### src/rtl/ms_tmr32_cpfifo.sv
// ms_tmr32_cpfifo
// Capture buffer for the 32-bit timer. Each rising edge of cp_flag pushes
// cp_count into a first-word-fall-through FIFO. The block also reports
// level, threshold and sticky-overflow status.
//
// Ports:
//   clk, rst_n     block clock, synchronous active-low reset
//   en             block enable (only cp_q keeps tracking while low)
//   clr            synchronous flush of pointers, level and ovf
//   cp_flag        capture event from the timer (level or pulse)
//   cp_count[31:0] captured count, sampled on the cp_flag rising edge
//   rd             pop request, one entry per cycle
//   rdata[31:0]    head entry, 0 when empty
//   level[AW:0]    number of stored entries
//   empty, full    level == 0 / level == DEPTH
//   thr[AW:0]      threshold; thr_flag = level >= thr && thr != 0
//   ovf            sticky, set when a capture is dropped on a full FIFO
module ms_tmr32_cpfifo #(
    parameter int DEPTH = 8,
    parameter int AW    = 3
) (
    input  logic          clk,
    input  logic          rst_n,
    input  logic          en,
    input  logic          clr,
    input  logic          cp_flag,
    input  logic [31:0]   cp_count,
    input  logic          rd,
    output logic [31:0]   rdata,
    output logic [AW:0]   level,
    output logic          empty,
    output logic          full,
    input  logic [AW:0]   thr,
    output logic          thr_flag,
    output logic          ovf
);

    localparam logic [AW:0] LVL_FULL = (AW+1)'(DEPTH);
    localparam logic [AW:0] LVL_ONE  = (AW+1)'(1);
    localparam logic [AW-1:0] PTR_ONE = AW'(1);

    logic [31:0]   mem_q [DEPTH];
    logic          cp_q, cp_d;
    logic [AW-1:0] wp_q, wp_d, rp_q, rp_d;
    logic [AW:0]   level_q, level_d;
    logic          ovf_q, ovf_d;

    logic push_req, pop_req, push_ok, mem_we;

    assign empty    = (level_q == '0);
    assign full     = (level_q == LVL_FULL);
    assign level    = level_q;
    assign ovf      = ovf_q;
    assign thr_flag = (level_q >= thr) && (thr != '0);
    // Storage is never reset, so mask the head while nothing is stored.
    assign rdata    = empty ? 32'd0 : mem_q[rp_q];

    always_comb begin
        push_req = cp_flag & ~cp_q & en;
        pop_req  = rd & en & ~empty;
        // A push into a full FIFO still lands when a pop frees the head slot.
        push_ok  = push_req & (~full | pop_req);
        mem_we   = 1'b0;

        cp_d    = cp_flag;
        wp_d    = wp_q;
        rp_d    = rp_q;
        level_d = level_q;
        ovf_d   = ovf_q;

        if (clr) begin
            // cp_q still follows cp_flag, so a coincident edge is discarded.
            wp_d    = '0;
            rp_d    = '0;
            level_d = '0;
            ovf_d   = 1'b0;
        end else if (en) begin
            if (push_ok) begin
                mem_we = 1'b1;
                wp_d   = wp_q + PTR_ONE;
            end
            if (push_req && !push_ok)
                ovf_d = 1'b1;
            if (pop_req)
                rp_d = rp_q + PTR_ONE;
            if (push_ok && !pop_req)
                level_d = level_q + LVL_ONE;
            else if (pop_req && !push_ok)
                level_d = level_q - LVL_ONE;
        end
    end

    always_ff @(posedge clk) begin
        if (!rst_n) begin
            cp_q    <= 1'b0;
            wp_q    <= '0;
            rp_q    <= '0;
            level_q <= '0;
            ovf_q   <= 1'b0;
        end else begin
            cp_q    <= cp_d;
            wp_q    <= wp_d;
            rp_q    <= rp_d;
            level_q <= level_d;
            ovf_q   <= ovf_d;
        end
    end

    always_ff @(posedge clk) begin
        if (rst_n && mem_we)
            mem_q[wp_q] <= cp_count;
    end

endmodule

### config.mk
export PLATFORM = sky130hd
export DESIGN_NAME = ms_tmr32_cpfifo
export DESIGN_NICKNAME = d
export VERILOG_FILES = /design/src/rtl/ms_tmr32_cpfifo.sv
export SDC_FILE = /design/constraint.sdc
export NUM_CORES = 1
export LEC_CHECK = 0
export ABC_AREA = 1
export BUFFER_PORTS_ARGS = -buffer_cell sky130_fd_sc_hd__buf_2
export CAP_MARGIN = 0
export CORE_MARGIN = 2
export CORE_UTILIZATION = 60
export CTS_BUF_LIST = sky130_fd_sc_hd__clkbuf_8
export CTS_CLUSTER_DIAMETER = 60
export DETAILED_ROUTE_END_ITERATION = 6
export PLACE_DENSITY_LB_ADDON = 0.2
export SKIP_CTS_REPAIR_TIMING = 1
export SYNTH_ARGS = -nofsm -noshare
export SYNTH_HDL_FRONTEND = slang
export SYNTH_SLANG_ARGS = --single-unit
export TNS_END_PERCENT = 100
### constraint.sdc
create_clock -name clk -period 7.1 [get_ports clk]
set_input_delay 1.42 -clock clk [delete_from_list [all_inputs] [get_ports clk]]
set_output_delay 1.42 -clock clk [all_outputs]
set_load 0.01 [all_outputs]
==> metrics.yaml <==
cells_and_area:
  drive_above_1_share: 0.152
  final_nets: 1081
  num-fill-cells: 1325
  syn_to_final_growth_pct: 12.0
flow_run:
  drv_cap: 0
detailed_routing:
  first_iter_violations: 596
  vias: 7139
  drc: 0
  avgRoutedWirePerCell_um: 17.5
  dr.pass1.iters: 5
  viasPerCell: 5.52
  antenna_left: 0
  wl_um: 22700
pwr:
  p_leak_nw: 4.45
  ir_drop_mv: 0.146
  p_seq_frac: 0.568
  p_per_area_mw_per_mm2: 250
  p_int_mw: 2.44
  power_frac_clock: 0.399
  power_mw: 3.09
  pwr-share-comb: 0.034
  swShare: 0.212
  switchingPower_mw: 0.656
critical_path:
  cp_data_arrival_time_ns: 3.28
  start_kind: "register"
  setup.worst_path.class: "reg -> out"
  r2r_end: "level[3]"
  endpoint: "rdata[6]"
  cpPeakStageDelay_ns: 0.69
  crit_required_ns: 5.68
  critPathMaxFanout: 68
  reg2regPathDepth: 12
  crit_chain: "clkinv_2, buf_4, o21ai_0, nand3_1, nand2_1, nor2_1, buf_2"
  critPathSlowestCell: "clkinv_2"
  worstReg2RegStart: "level[1]"
  r2r_slack_ns: 3.76
  cp-end-kind: "output pin"
yosys:
  syn_avg_cell_area_um2: 11.6
  synth_top_area_frac: 0.696
  ys.flop_type: "edfxtp_1"
  synth_edf_count: 256
  syn_nets: 1001
  synth_area_leader_cell: "edfxtp_1"
  ys_seq_area_frac: 0.723
  synthCells: 949
  yosysUniqueCellTypes: 26
  synth_common_cells: "nor2_1 (312), edfxtp_1 (256), o21ai_0 (134)"
  ys_top_cells_by_area: "edfxtp_1 (70%), nor2_1 (11%), o21ai_0 (6.1%)"
  ys_seq_elements: 271
  synth-async-reset-ratio: 0
  synth_area_mm2: 0.0110
  ys.warnings.count: 0
  synth.most_common_cell: "nor2_1"
grt:
  track_usage: 0.231
  grt_antenna_before_repair: 1
  grt_pass1_vias: 6801
  grt_pass1_wl_um: 35200
  grt_max_degree: 97
  grt-ovfl-total: 0
floorplanning:
  rows: 49
  io_pins: 82
  start_util: 0.613
  dieArea_mm2: 0.0195
  coreArea_mm2: 0.0180
  fp.dieW_um: 140
  die_h_um: 140
clock_network:
  cts_max_level: 2
  clockBufferDepth: 3
  clock_sinks: 271
  insertion_delay_ns: 0.55
  cts-root-buf: "clkbuf_8"
  cts_tree: "yes"
  path_clk_slew_ns: 0.06
  cts_buffers: 42
placement:
  portBuffers: 81
  place_hpwl_um: 11700
  place_congestion: 0.758
sta:
  max_freq_ghz: 0.213
  fin_skew_ns: 0.0114
  worstMarginPinSlew_ns: 1.24
  worst_hold_slack_ns: 0.478
  slew_headroom: 0.173
  hold_viol: 0
  period_share: 0.662
  min_period_ns: 4.70
  maxSlewViolCount: 0
  setup_viol: 0
  setup-tns-final_ns: 0
  rsz0062_at_grt: "no"
hold_path:
  hold_class: "reg -> reg"
status:
  status: "completed"
==> state kept, by name, indices dropped and copies added (netlist names), named ones only <==
| register | count |
|---|---|
| mem_q | 256 |
| level | 4 |
| rp_q | 3 |
| wp_q | 3 |
| cp_q | 1 |
| ovf | 1 |
==> worst min path at each step <==
stage	start	end	depth (start not counted)
floorplan	rp_q[1]	register	2
global placement	ovf	ovf	2
detailed placement	ovf	ovf	2
CTS	ovf	ovf	2
global route	ovf	ovf	2
finish	ovf	ovf	2
==> placed cells by master, fill, tap and decap left out <==
| cell | netlist | routed |
|---|---|---|
| o21bai_1 | 1 | 1 |
| xor2_1 | 2 | 2 |
| nor2_1 | 312 | 304 |
| o21ai_1 | 31 | 31 |
| edfxtp_1 | 256 | 256 |
| fa_1 | 1 | 1 |
| a31oi_1 | 1 | 1 |
| clkinv_1 | 0 | 9 |
| dfxtp_1 | 15 | 12 |
| o21ai_0 | 134 | 134 |
| nand4_1 | 2 | 2 |
| nor2_4 | 0 | 8 |
| xnor2_1 | 1 | 1 |
| clkbuf_8 | 0 | 51 |
| dfxtp_2 | 0 | 2 |
| buf_4 | 9 | 8 |
| inv_1 | 21 | 32 |
| diode_2 | 0 | 1 |
| or2_2 | 2 | 2 |
| nand3_1 | 41 | 41 |
| nand2_1 | 56 | 56 |
| a21oi_1 | 9 | 9 |
| buf_2 | 11 | 81 |
| ha_1 | 9 | 9 |
| dfxtp_4 | 0 | 1 |
| nand3_2 | 1 | 1 |
| clkinv_2 | 0 | 8 |
==> logic make-up (layout without fill, tap and decap cells) <==
family | count (synthesis) | after routing | share of synthesized area
adder cells (fa/ha/maj) | 10 | 10 | 0.0120
other | 0 | 1 | 0
flip-flops | 271 | 271 | 0.723
AND/OR/NAND/NOR | 414 | 414 | 0.147
AO/OA/AOI/OAI | 176 | 176 | 0.0801
buffers and inverters | 75 | 189 | 0.0358
XOR/XNOR | 3 | 3 | 0.00238
==> final cells by class <==
cell class | instances | area [µm²] | area share
Inverter | 22 | 83.8 | 0.00678
Clock inverter | 27 | 110 | 0.00890
Timing Repair Buffer | 89 | 465 | 0.0376
Clock buffer | 51 | 702 | 0.0567
Tap cell | 229 | 287 | 0.0232
Multi-Input combinational cell | 603 | 2730 | 0.220
Antenna cell | 1 | 2.50 | 0.000202
Sequential cell | 271 | 7990 | 0.646
==> metal layers <==
metal  track usage  part of all wire
met2         0.402              0.51
met3        0.0465             0.062
met1         0.295              0.41
met4        0.0742             0.016
met5             0                 0
==> critical path: cells and delay by family (launching register included) <==
kind	cells	cell delay, ns
buf+inv	3	1.44
flops	1	0.57
simple gates	3	0.35
compound gates	1	0.33
==> metrics by stage <==
step                      cells   util  setup WS, ns  instance area (µm²)
after floorplan             949      -          3.31                11000
after global placement     1214  0.641          3.13                11600
after detailed placement   1214  0.641          2.96                11600
after CTS                  1292  0.686          2.38                12400
after global routing       1292  0.686          2.17                12400
final                      1293  0.686          2.40                12400
==> power by group through the flow <==
stage               combinational, mW  sequential, mW  clock, mW
global placement                0.102            1.79          0
finish                          0.105            1.75       1.23
floorplan                      0.0525            1.79          0
detailed placement              0.105            1.79          0
global route                    0.118            1.75       1.32
CTS                             0.105            1.75       1.25
Power figures use the tool's default switching activity.
